$ cat src/rtl/exe_stage.sv
// Execute stage: builds Val2 from the shifter operand, runs the ALU, computes the
// branch target, owns the NZCV register and drives the EX/MEM pipeline register.
module exe_stage #(
  parameter int n = 32
) (
  input  logic         clk,
  input  logic         rst,
  input  logic         freeze,
  input  logic         wb_en,
  input  logic         mem_r_en,
  input  logic         mem_w_en,
  input  logic         s,
  input  logic         b,
  input  logic         imm,
  input  logic [3:0]   exe_cmd,
  input  logic [3:0]   dest,
  input  logic [3:0]   status_in,
  input  logic [n-1:0] val_rn,
  input  logic [n-1:0] val_rm,
  input  logic [n-1:0] pc,
  input  logic [23:0]  imm_24,
  input  logic [11:0]  shift_operand,
  output logic [3:0]   status,
  output logic         branch_taken,
  output logic [n-1:0] branch_addr,
  output logic         wb_en_o,
  output logic         mem_r_en_o,
  output logic         mem_w_en_o,
  output logic [n-1:0] alu_res_o,
  output logic [n-1:0] st_val_o,
  output logic [3:0]   dest_o
);

  typedef enum logic [3:0] {
    CMD_MOV = 4'b0001,
    CMD_ADD = 4'b0010,
    CMD_ADC = 4'b0011,
    CMD_SUB = 4'b0100,
    CMD_SBC = 4'b0101,
    CMD_AND = 4'b0110,
    CMD_ORR = 4'b0111,
    CMD_EOR = 4'b1000,
    CMD_MVN = 4'b1001
  } alu_cmd_e;

  // ---------------------------------------------------------------- Val2
  logic [n-1:0]   val2;
  logic [n-1:0]   imm_rot;
  logic [n-1:0]   rm_shift;
  logic [2*n-1:0] imm_dbl;
  logic [2*n-1:0] rm_dbl;
  logic [4:0]     rot_amt;
  logic [4:0]     sh_amt;

  // A right shift of the value concatenated with itself yields the rotation
  // in the low half.
  always_comb begin
    rot_amt = {shift_operand[11:8], 1'b0};
    sh_amt  = shift_operand[11:7];
    imm_dbl = {2{{(n-8){1'b0}}, shift_operand[7:0]}} >> rot_amt;
    imm_rot = imm_dbl[n-1:0];
    rm_dbl  = {val_rm, val_rm} >> sh_amt;

    case (shift_operand[6:5])
      2'b00:   rm_shift = val_rm << sh_amt;
      2'b01:   rm_shift = val_rm >> sh_amt;
      2'b10:   rm_shift = $signed(val_rm) >>> sh_amt;
      default: rm_shift = rm_dbl[n-1:0];
    endcase

    if (mem_r_en || mem_w_en) begin
      val2 = {{(n-12){1'b0}}, shift_operand};
    end else if (imm) begin
      val2 = imm_rot;
    end else begin
      val2 = rm_shift;
    end
  end

  // ---------------------------------------------------------------- ALU
  logic [n:0]   sum;
  logic [n-1:0] alu_res;
  logic         is_add;
  logic         is_sub;
  logic         c_flag;
  logic         v_flag;
  logic [3:0]   nzcv;

  always_comb begin
    // NOTE: every signal assigned in this block gets a default first, so no
    // path through the case leaves it unassigned and no latch is inferred.
    sum     = '0;
    alu_res = '0;
    is_add  = 1'b0;
    is_sub  = 1'b0;
    // Logic, move and unknown commands carry C and V through from the snapshot.
    c_flag  = status_in[1];
    v_flag  = status_in[0];

    case (exe_cmd)
      CMD_MOV: alu_res = val2;
      CMD_MVN: alu_res = ~val2;
      CMD_ADD: begin
        is_add = 1'b1;
        sum    = {1'b0, val_rn} + {1'b0, val2};
      end
      CMD_ADC: begin
        is_add = 1'b1;
        sum    = {1'b0, val_rn} + {1'b0, val2} + {{n{1'b0}}, status_in[1]};
      end
      // Subtraction as Rn + ~Val2 + 1 makes the carry-out equal NOT borrow.
      CMD_SUB: begin
        is_sub = 1'b1;
        sum    = {1'b0, val_rn} + {1'b0, ~val2} + {{n{1'b0}}, 1'b1};
      end
      CMD_SBC: begin
        is_sub = 1'b1;
        sum    = {1'b0, val_rn} + {1'b0, ~val2} + {{n{1'b0}}, status_in[1]};
      end
      CMD_AND: alu_res = val_rn & val2;
      CMD_ORR: alu_res = val_rn | val2;
      CMD_EOR: alu_res = val_rn ^ val2;
      default: alu_res = '0;
    endcase

    if (is_add || is_sub) begin
      alu_res = sum[n-1:0];
      c_flag  = sum[n];
    end
    if (is_add) begin
      v_flag = (val_rn[n-1] == val2[n-1]) && (alu_res[n-1] != val_rn[n-1]);
    end else if (is_sub) begin
      v_flag = (val_rn[n-1] != val2[n-1]) && (alu_res[n-1] != val_rn[n-1]);
    end

    nzcv = {alu_res[n-1], (alu_res == '0), c_flag, v_flag};
  end

  // ---------------------------------------------------------------- branch
  assign branch_taken = b;
  assign branch_addr  = pc + {{(n-26){imm_24[23]}}, imm_24, 2'b00};

  // ---------------------------------------------------------------- EX/MEM and status
  logic         wb_en_d,    wb_en_q;
  logic         mem_r_en_d, mem_r_en_q;
  logic         mem_w_en_d, mem_w_en_q;
  logic [n-1:0] alu_res_d,  alu_res_q;
  logic [n-1:0] st_val_d,   st_val_q;
  logic [3:0]   dest_d,     dest_q;
  logic [3:0]   status_d,   status_q;

  always_comb begin
    wb_en_d    = wb_en_q;
    mem_r_en_d = mem_r_en_q;
    mem_w_en_d = mem_w_en_q;
    alu_res_d  = alu_res_q;
    st_val_d   = st_val_q;
    dest_d     = dest_q;
    status_d   = status_q;
    if (!freeze) begin
      wb_en_d    = wb_en;
      mem_r_en_d = mem_r_en;
      mem_w_en_d = mem_w_en;
      alu_res_d  = alu_res;
      st_val_d   = val_rm;
      dest_d     = dest;
      if (s) begin
        status_d = nzcv;
      end
    end
  end

  // NOTE: state is updated with non-blocking assignments so every flop samples
  // its _d value from before the edge; the combinational blocks above use
  // blocking assignments because they describe ordered evaluation, not state.
  always_ff @(posedge clk) begin
    // NOTE: reset is synchronous and checked before the hold path, so a reset
    // edge clears the stage even while freeze is asserted.
    if (rst) begin
      wb_en_q    <= 1'b0;
      mem_r_en_q <= 1'b0;
      mem_w_en_q <= 1'b0;
      alu_res_q  <= '0;
      st_val_q   <= '0;
      dest_q     <= '0;
      status_q   <= '0;
    end else begin
      wb_en_q    <= wb_en_d;
      mem_r_en_q <= mem_r_en_d;
      mem_w_en_q <= mem_w_en_d;
      alu_res_q  <= alu_res_d;
      st_val_q   <= st_val_d;
      dest_q     <= dest_d;
      status_q   <= status_d;
    end
  end

  assign wb_en_o    = wb_en_q;
  assign mem_r_en_o = mem_r_en_q;
  assign mem_w_en_o = mem_w_en_q;
  assign alu_res_o  = alu_res_q;
  assign st_val_o   = st_val_q;
  assign dest_o     = dest_q;
  assign status     = status_q;

endmodule

$ cat config.mk
export PLATFORM = sky130hd
export DESIGN_NAME = exe_stage
export DESIGN_NICKNAME = d
export VERILOG_FILES = /design/src/rtl/exe_stage.sv
export SDC_FILE = /design/constraint.sdc
export NUM_CORES = 1
export LEC_CHECK = 0
export BUFFER_PORTS_ARGS = -buffer_cell sky130_fd_sc_hd__buf_4
export CAP_MARGIN = 20
export CELL_PAD_IN_SITES_DETAIL_PLACEMENT = 0
export CELL_PAD_IN_SITES_GLOBAL_PLACEMENT = 1
export CORE_ASPECT_RATIO = 1.25
export CORE_MARGIN = 3
export CORE_UTILIZATION = 39
export CTS_BUF_LIST = sky130_fd_sc_hd__clkbuf_2
export DETAILED_ROUTE_END_ITERATION = 8
export GPL_TIMING_DRIVEN = 1
export HOLD_SLACK_MARGIN = 0.02
export PLACE_DENSITY_LB_ADDON = 0.12
export SLEW_MARGIN = 20
export SYNTH_ARGS = -nofsm -noshare
export SYNTH_HDL_FRONTEND = slang
export SYNTH_SLANG_ARGS = --single-unit
$ cat constraint.sdc
create_clock -name clk -period 8.8 [get_ports clk]
set_clock_uncertainty 0.15 [all_clocks]
set_input_delay 0.88 -clock clk [delete_from_list [all_inputs] [get_ports clk]]
set_output_delay 0.88 -clock clk [all_outputs]
set_load 0.05 [all_outputs]
==> results of run 1 <==
## synth_stat cells (30+ instances only)
| cell | count |
|---|---|
| nor2b_1 | 33 |
| nor2_1 | 282 |
| a211oi_1 | 48 |
| mux2i_1 | 117 |
| clkbuf_1 | 138 |
| mux2_2 | 37 |
| nand2b_1 | 38 |
| o211ai_1 | 57 |
| xnor2_1 | 83 |
| a31oi_1 | 41 |
| mux4_2 | 68 |
| nand3_1 | 71 |
| inv_1 | 124 |
| nor3_1 | 76 |
| dfxtp_1 | 75 |
| and2_1 | 32 |
| ha_1 | 133 |
| a21o_1 | 30 |
| a21oi_1 | 174 |
| nand2_1 | 219 |
| o21ai_0 | 132 |
## flip-flops by register name, indices dropped and copies added, names as in the netlist
register	cells
st_val_o	32
status	4
mem_r_en_o	1
mem_w_en_o	1
alu_res_o	32
dest_o	4
wb_en_o	1
## worst max-delay path: cells and delay by family
kind | cells | cell delay [ns]
and+or+nand+nor | 9 | 2.71
muxes | 5 | 1.91
AOI/OAI and AO/OA | 8 | 1.48
buffers and inverters | 4 | 1.03
adders and majority gates | 1 | 0.23
## per-stage QoR
step	hold slack, ns	setup slack [ns]	utilization (%)	instances	power [uW]
5_1_grt	0.249	0.616	47.8	3549	2600
4_1_cts	0.216	1.17	47.8	3547	2440
6_report	0.263	0.979	47.8	3549	2460
3_3_place_gp	0.306	0.575	47.5	3531	2210
3_5_place_dp	0.311	0.478	47.5	3531	2220
2_1_floorplan	0.530	1.37	-	2605	1560
## cell type report
| type | count | area share, % |
|---|---|---|
| antenna | 2 | 0.0221 |
| clock buffer | 9 | 0.199 |
| clock inverter | 7 | 0.260 |
| inverter | 127 | 2.10 |
| multi-input combinational | 2210 | 71.1 |
| sequential | 75 | 6.63 |
| tap | 637 | 3.52 |
| timing repair buffer | 482 | 16.1 |
## logic make-up after synthesis
logic type / share of synthesized area [%]
compound gates: 30.2
fa+ha+maj: 9.15
mux: 16.5
buf+inv: 6.73
simple gates: 24.3
flops: 7.97
xor+xnor: 5.10
## routing by layer
layer	global-route usage (%)	wire length, um
met5	0	0
met4	22.3	7340
met3	4.62	5860
met2	57.6	42400
met1	38.4	33600
## power breakdown
part	switching, uW	total (uW)	internal [uW]	leakage, uW
Clock	168	210	42.1	0.0000648
Sequential	13.7	377	363	0.000618
Combinational	1160	1870	708	0.00893
Total	1350	2460	1110	0.00961
## final timing paths
| path | end | startpoint | cells after the start |
|---|---|---|---|
| setup / recovery | status[2] | shift_operand[7] | 27 |
| hold reg to reg | alu_res_o[26] | alu_res_o[26] | 2 |
| hold / removal | mem_w_en_o | mem_w_en | 3 |
| setup reg to reg | status[0] | status[0] | 5 |
## cell usage in the layout, fill, tap and decap left out, drive strengths merged, types with 27 or more instances in the layout
cell type / synthesis / final
or3: 27 / 27
dfxtp: 75 / 75
nand3: 72 / 72
a21oi: 175 / 175
mux2: 37 / 37
xnor2: 84 / 84
nor3: 77 / 77
and2: 32 / 32
nand2b: 38 / 38
nor2: 283 / 283
ha: 133 / 133
mux4: 68 / 68
o21ai: 143 / 143
inv: 126 / 129
a21o: 30 / 30
buf: 55 / 482
a31oi: 42 / 42
o211ai: 60 / 60
nor2b: 33 / 33
mux2i: 117 / 117
a211oi: 52 / 52
nor4: 30 / 30
nand2: 219 / 219
==> metrics, run 1 <==
min cycle time layout=just under 8 ns; Mapped Nets=slightly below 3,000; post-CTS setup buffers=0; largest net degree at the start of global routing=90; Std-Cell Rows=89; register area share after synthesis=about 8%; Die Y=approximately 250 um; top_reg_cell synth=dfxtp_1; routed wire length=89,100 um; syn_area_per_cell=7.24 sq um; period utilization=88.9%; Max Fclk=0.128 GHz; nets=3,194; top cells by area, synth=ha_1, mux4_2, dfxtp_1; Synth cell types=105; post-CTS sizing=0; CTS Sinks=75; Crit path largest cell delay=between 0.5 and 0.6 ns; worst setup path class=primary input to flop; Final HPWL DP=about 70,000 um; Slew HR=23.0%; Async S/R FF share, synth=0%; Initial Util=39.7%; Layout fillers=4,949; final hold vios=0; slowest CP cell=or4_4; vias in the first global route=21,700; Worst-Margin Slew=1.15 ns; vias per cell=6.35; Finish-stage setup viols=0; Core Area=47,400 sq um; layout cell share with drive strength beyond 1=23.3%; IO Port Bufs=252; drt first pass iters=8; worst skew pair latency=0.66 ns; Setup crit end kind=flop; top cell type's share of synthesized area=8.83%; CTS buffer count=9; H-tree depth=3; max cap viols=0; Peak VDD IR=~83 uV; area of the multi-input gates=16,100 sq um; maximum fanout along the worst path=33; GP Congestion=between 1 and 1.5; die width=203 um; # hold bufs at CTS=0; EDFF count, synth=0; CTS tree=yes; Total GRT Usage=around a third; first-pass GRT wire length=132,000 um; Slew Limit Fails=0; Worst EP arrival=8.27 ns; antenna viol nets, final=0; RSZ-0062 raised after global routing=false; Root Buffer=clkbuf_2; Required @ worst endpoint=9.25 ns; placed inst area=around 23,000 sq um; Gate Count Post-Synth=roughly 2,600; WL/cell=25.1 um; PwrDens=109 nW/um^2; Final TNS setup=0 ns; Mapped Area=18,800 sq um; Static Leak=0.00961 uW; worst-case clock buffer depth=2; I/O pins=261; initial antenna violation count=3; Total Die Area=roughly 50,000 sq um; Remaining DRCs=0; Startpoint Class=primary input; Register Area=1500 sq um; area grow syn2layout=20.2%; vias post-DR=approximately 23,000; clk slew on worst S/H paths=0.32 ns; Hold Path Class=primary input to flop; grt ovf=0; Synth Warn #=0; post-synthesis register bit count=75; status=complete, no violations; fin area=22,700 sq um; initial DRC count=2,020; r2r setup slk=7.30 ns; largest area contributor in the netlist=ha_1
Power figures use the tool's default switching activity.
==> inputs of run 2 (changes only) <==
==> constraint.sdc (replaced) <==
create_clock -name clk -period 8.8 [get_ports clk]
set_clock_uncertainty 0.15 [all_clocks]
set_input_delay 0.44 -clock clk [delete_from_list [all_inputs] [get_ports clk]]
set_output_delay 0.44 -clock clk [all_outputs]
set_load 0.05 [all_outputs]
==> run 2 against run 1 <==
Sequential cell count is the same. Power fell by 2.3%. Global-route usage fell by 0.74 points. Combinational power is 4% lower. Critical path depth down 3. First-iteration DRC count down 9.1%. Clock power grew 6%. Count of clock-buffer cells in the layout is the same. Sequential share of layout area is 0.10 points higher. Maximum frequency increased by 0.47%. Critical path type unchanged. Highest routed layer unchanged.
==> metrics, run 2 (synthesis gave the netlist of run 1 again) <==
r2r setup slk=7.31 ns (was 7.30 ns); Peak VDD IR=82.9 uV (was 83.3 uV); CTS Sinks=75 (unchanged); Setup crit end kind=flop (unchanged); Final TNS setup=0 ns (unchanged); worst setup path class=primary input to flop (unchanged); Initial Util=39.7% (unchanged); Reg power frac=15.7% (was 15.3%); CP top delay family=simple AND/OR/NAND/NOR gates (unchanged); nets=3,131 (was 3,194); initial antenna violation count=1 (was 3); Total GRT Usage=32.6% (was 33.3%); critical-path cell list=buf_4 -> buf_4 -> buf_4 -> mux4_2 -> a31oi_1 -> or4b_1 -> o211ai_1 -> buf_4 -> ha_1 -> nor2b_1 -> or2_4 -> nor2_1 -> a211oi_1 -> o21ai_1 -> mux4_2 -> or2_1 -> or3_1 -> a2111o_1 -> o211ai_1 -> o211ai_1 -> nor4_1 -> buf_4 -> nand4_1 -> o21ai_1; Startpoint Class=primary input (unchanged); FF-to-FF End=status[0] (unchanged); antenna viol nets, final=0 (unchanged); clk slew on worst S/H paths=0.25 ns (was 0.32 ns); die width=203 um (unchanged); Clk network pwr share=9.3% (was 8.5%); Finish-stage setup viols=0 (unchanged); H-tree depth=3 (unchanged); max cap viols=0 (unchanged); Worst path most repeated cell=buf_4; status=complete, no violations (unchanged); min cycle time layout=7.78 ns (was 7.82 ns); internal power=1070 uW (was 1110 uW); maximum fanout along the worst path=32 (was 33); Max Fclk=0.128 GHz (about the same); Remaining DRCs=0 (unchanged); layout cell share with drive strength beyond 1=20.2% (was 23.3%); Root Buffer=clkbuf_2 (unchanged); Crit path largest cell delay=0.57 ns (was 0.58 ns); largest net degree at the start of global routing=70 (was 90); vias post-DR=22,200 (was 22,500); Pwr Total=2400 uW (was 2460 uW); Static Leak=0.00929 uW (was 0.00961 uW); slowest CP cell=mux4_2 (was or4_4); initial DRC count=1,836 (was 2,020); grt ovf=0 (unchanged); Core Area=47,400 sq um (unchanged); RR Startpoint=status[0] (unchanged); Worst Hold Launch=s (was mem_w_en); WL/cell=25.2 um (was 25.1 um); Slew Limit Fails=0 (unchanged); drt first pass iters=6 (was 8); Bufs and invs on worst path=5 (was 4); P_sw=1340 uW (was 1350 uW); vias per cell=6.38 (was 6.35); IO Port Bufs=252 (unchanged); post-CTS setup buffers=0 (unchanged); Worst-Margin Slew=1.13 ns (was 1.15 ns); switching share of power=55.6% (was 54.7%); Final HPWL DP=69,400 um (was 71,400 um); routed wire length=87,700 um (was 89,100 um); Required @ worst endpoint=9.25 ns (about the same); area grow syn2layout=18.3% (was 20.2%); CTS buffer count=9 (unchanged); hold path cells=4 (was 3); Slew HR=24.9% (was 23.0%); Total Die Area=51,000 sq um (unchanged); final hold vios=0 (unchanged); I/O pins=261 (unchanged); Comb pwr share=75.0% (was 76.1%); Worst EP arrival=8.24 ns (was 8.27 ns); RSZ-0062 raised after global routing=false (unchanged); most common cell after layout, fill and taps aside=buf_4 (unchanged); vias in the first global route=21,300 (was 21,700); worst skew pair latency=0.67 ns (was 0.66 ns); PwrDens=108 nW/um^2 (was 109 nW/um^2); Die Y=252 um (unchanged); GP Congestion=0.991 (was 1.00); Worst Hold End=status[3] (was mem_w_en_o); most frequent cells in the layout=buf_4, nor2_1, nand2_1 (unchanged); Reg2Reg Depth=5 (unchanged); CTS tree=yes (unchanged); Std-Cell Rows=89 (unchanged); worst-case clock buffer depth=2 (unchanged); period utilization=88.5% (was 88.9%); first-pass GRT wire length=130,000 um (was 132,000 um); Hold Path Class=primary input to flop (unchanged)
run 2: changes by cell type in the layout (fill, tap and decap cells not counted), sizes merged:
| cell | before | now |
|---|---|---|
| buf | 482 | 376 |
| clkinv | 4 | 3 |
| dlygate4sd3 | 0 | 43 |
| inv | 129 | 130 |
run 2: what timing repair did:
item,4_1_cts,5_1_grt
endpoints found under the hold margin,46,3
resized for setup,0,0
hold buffers,42,1
run 2: layout make-up:
| cell class | count | area (sq um) |
|---|---|---|
| Multi-Input combinational cell | 2210 | 16100 |
| Fill cell | 4938 | 25100 |
| Inverter | 127 | 477 |
| Tap cell | 637 | 797 |
| Antenna cell | 2 | 5.00 |
| Clock inverter | 7 | 70.1 |
| Timing Repair Buffer | 419 | 3290 |
| Clock buffer | 9 | 45.0 |
| Sequential cell | 75 | 1500 |
run 2: stage by stage:
step                      utilization, %  hold slack [ns]  cell area (sq um)  worst slack (ns)  instances
after floorplan                        -            0.434              18800              1.81       2605
after global placement              45.9            0.308              21800             0.419       3425
after detailed placement            45.9            0.306              21800             0.326       3425
after CTS                           47.0           0.0274              22300              1.01       3483
after global routing                47.0           0.0597              22300             0.698       3486
final                               47.0           0.0760              22300              1.02       3486
run 2: worst min-delay path, stage by stage:
cell and delay [ns]:
buf_4 0.11, nor2b_1 0.17, nor2_1 0.09, a211oi_1 0.05
run 2: worst max-delay path by stage:
stage	startpoint	end	slack (ns)	cells after the start
6_report	shift_operand[8]	status[2]	1.02	24
5_1_grt	shift_operand[7]	status[2]	0.70	24
4_1_cts	shift_operand[7]	status[2]	1.01	24
3_5_place_dp	shift_operand[7]	status[2]	0.33	24
3_3_place_gp	shift_operand[7]	status[2]	0.42	24
2_1_floorplan	shift_operand[9]	status[0]	1.81	27
run 2: power by group through the flow:
stage	logic, uW	clock network, uW	registers (uW)
after floorplan	1100	0	458
after global placement	1750	0	382
after detailed placement	1750	0	383
after CTS	1780	231	377
after global routing	1920	244	380
final	1800	223	377
run 2: layer usage:
metal | wire length [um] | GRT usage [%]
met2 | 42900 | 57.9
met1 | 33600 | 38.1
met3 | 5260 | 3.64
met5 | 0 | 0
met4 | 5980 | 18.5
==> inputs of run 3 (changes only) <==
- PLACE_DENSITY: not set -> 0.72
- PLACE_DENSITY_LB_ADDON: 0.12 -> not set
==> run 3 against run 2 <==
Die area is the same. Largest power group unchanged. Critical path type unchanged. Global-route usage is 0.55 points higher. Combinational power about the same. First-iteration DRC count is 6.5% higher.
==> metrics, run 3 (synthesis gave the netlist of run 1 again) <==
IO Port Bufs=252 (unchanged); DP Cell Count=3,420 (was 3,425); CTS tree=yes (unchanged); routed wire length=88,500 um (was 87,700 um); Static Leak=0.00927 uW (was 0.00929 uW); Die Y=252 um (unchanged); min cycle time layout=7.98 ns (was 7.78 ns); RSZ-0062 raised after global routing=false (unchanged); worst setup margin=0.824 ns (was 1.02 ns); vias post-DR=22,200 (about the same); final hold vios=0 (unchanged); GP Congestion=1.02 (was 0.991); H-tree depth=3 (unchanged); status=complete, no violations (unchanged); Final HPWL DP=69,100 um (was 69,400 um); Root Buffer=clkbuf_2 (unchanged); Required @ worst endpoint=9.38 ns (was 9.25 ns); Finished Layout Cells=3,482 (was 3,486); worst-case clock buffer depth=2 (unchanged); initial antenna violation count=2 (was 1); Slew HR=26.3% (was 24.9%); Slew Limit Fails=0 (unchanged); CTS Sinks=75 (unchanged); Worst path most repeated cell=buf_4 (unchanged); I/O pins=261 (unchanged); Initial Util=39.7% (unchanged); die width=203 um (unchanged); vias in the first global route=21,700 (was 21,300); CTS buffer count=9 (unchanged); Startpoint Class=primary input (unchanged); drt first pass iters=6 (unchanged); Finish-stage setup viols=0 (unchanged); maximum fanout along the worst path=50 (was 32); worst setup path class=primary input to flop (unchanged); largest net degree at the start of global routing=71 (was 70); # hold bufs at CTS=43 (was 42); most common cell after layout, fill and taps aside=buf_4 (unchanged); Crit path largest cell delay=0.60 ns (was 0.57 ns); Setup crit end kind=flop (unchanged); most frequent cells in the layout=buf_4, nor2_1, nand2_1 (unchanged); grt ovf=0 (unchanged); Total Die Area=51,000 sq um (unchanged); Max Fclk=0.125 GHz (was 0.128 GHz); max cap viols=0 (unchanged); area grow syn2layout=18.2% (was 18.3%); initial DRC count=1,956 (was 1,836); Hold Path Class=primary input to flop (unchanged); Min Hold Slack=0.141 ns (was 0.0760 ns); PwrDens=108 nW/um^2 (about the same); Bufs and invs on worst path=5 (unchanged); layout cell share with drive strength beyond 1=20.0% (was 20.2%); Std-Cell Rows=89 (unchanged); Final TNS setup=0 ns (unchanged); CP top delay family=compound AO/OA/AOI/OAI gates (was simple AND/OR/NAND/NOR gates); slowest CP cell=dlygate4sd3_1 (was mux4_2); period utilization=90.6% (was 88.5%); Peak VDD IR=80.9 uV (was 82.9 uV); nets=3,126 (was 3,131); antenna viol nets, final=0 (unchanged); Layout fillers=4,945 (was 4,938); vias per cell=6.39 (was 6.38); Worst-Margin Slew=1.10 ns (was 1.13 ns); WL/cell=25.4 um (was 25.2 um); Remaining DRCs=0 (unchanged); Core Util, Final=47.0% (about the same); Worst EP arrival=8.55 ns (was 8.24 ns); post-CTS sizing=0 (unchanged); Core Area=47,400 sq um (unchanged); worst skew pair latency=0.77 ns (was 0.67 ns); clk slew on worst S/H paths=0.29 ns (was 0.25 ns); post-CTS setup buffers=0 (unchanged); pre-CTS setup slack=0.746 ns (was 0.326 ns); first-pass GRT wire length=131,000 um (was 130,000 um); Total GRT Usage=33.2% (was 32.6%)
## run 3: cell count changes in the layout (fill, tap and decap cells not counted), sizes merged
cell	before	now
diode	2	3
clkinv	3	2
clkinvlp	1	2
buf	376	371
## run 3: cell type report
| cell class | count | area [sq um] | share of cell area (%) |
|---|---|---|---|
| diodes | 3 | 7.51 | 0.0337 |
| clock buffers | 9 | 45.0 | 0.202 |
| clock inverters | 7 | 57.6 | 0.258 |
| inverters | 127 | 477 | 2.14 |
| multi-input cells | 2210 | 16100 | 72.4 |
| flip-flops and latches | 75 | 1500 | 6.74 |
| well taps | 637 | 797 | 3.58 |
| repair buffers | 414 | 3270 | 14.7 |
## run 3: final timing paths
| check | endpoint | depth (start not counted) | slack (ns) | start |
|---|---|---|---|---|
| hold reg to reg | alu_res_o[8] | 2 | 0.34 | alu_res_o[8] |
| hold / removal | alu_res_o[23] | 3 | 0.14 | freeze |
| setup / recovery | status[0] | 26 | 0.82 | shift_operand[8] |
| setup reg to reg | status[0] | 6 | 6.78 | status[0] |
## run 3: through the flow
stage	power, uW	area, sq um
3_3_place_gp	2130	21700
6_report	2400	22300
5_1_grt	2540	22300
2_1_floorplan	1560	18800
4_1_cts	2380	22300
3_5_place_dp	2140	21700
## run 3: worst register-to-register path, cell delays in order (launching register included)
cell,delay [ns]
dfxtp_1,0.44
nand2_1,0.10
nand4b_1,0.16
or2_2,0.31
o22ai_1,0.13
a211oi_1,0.07
dlygate4sd3_1,0.60
## run 3: power breakdown
part / switching, uW / internal, uW / total, uW
clock: 177 / 42.1 / 219
combinational: 1150 / 656 / 1800
sequential: 14.7 / 363 / 378
total: 1340 / 1060 / 2400
## run 3: per-layer routing
| layer | global-route usage, % | vias to the layer above | routed length (um) |
|---|---|---|---|
| met3 | 5.52 | 285 | 6280 |
| met1 | 37.5 | 10600 | 32400 |
| met4 | 21.1 | 0 | 6630 |
| met5 | 0 | - | 0 |
| met2 | 58.0 | 1090 | 43300 |
| li1 | - | 10200 | - |
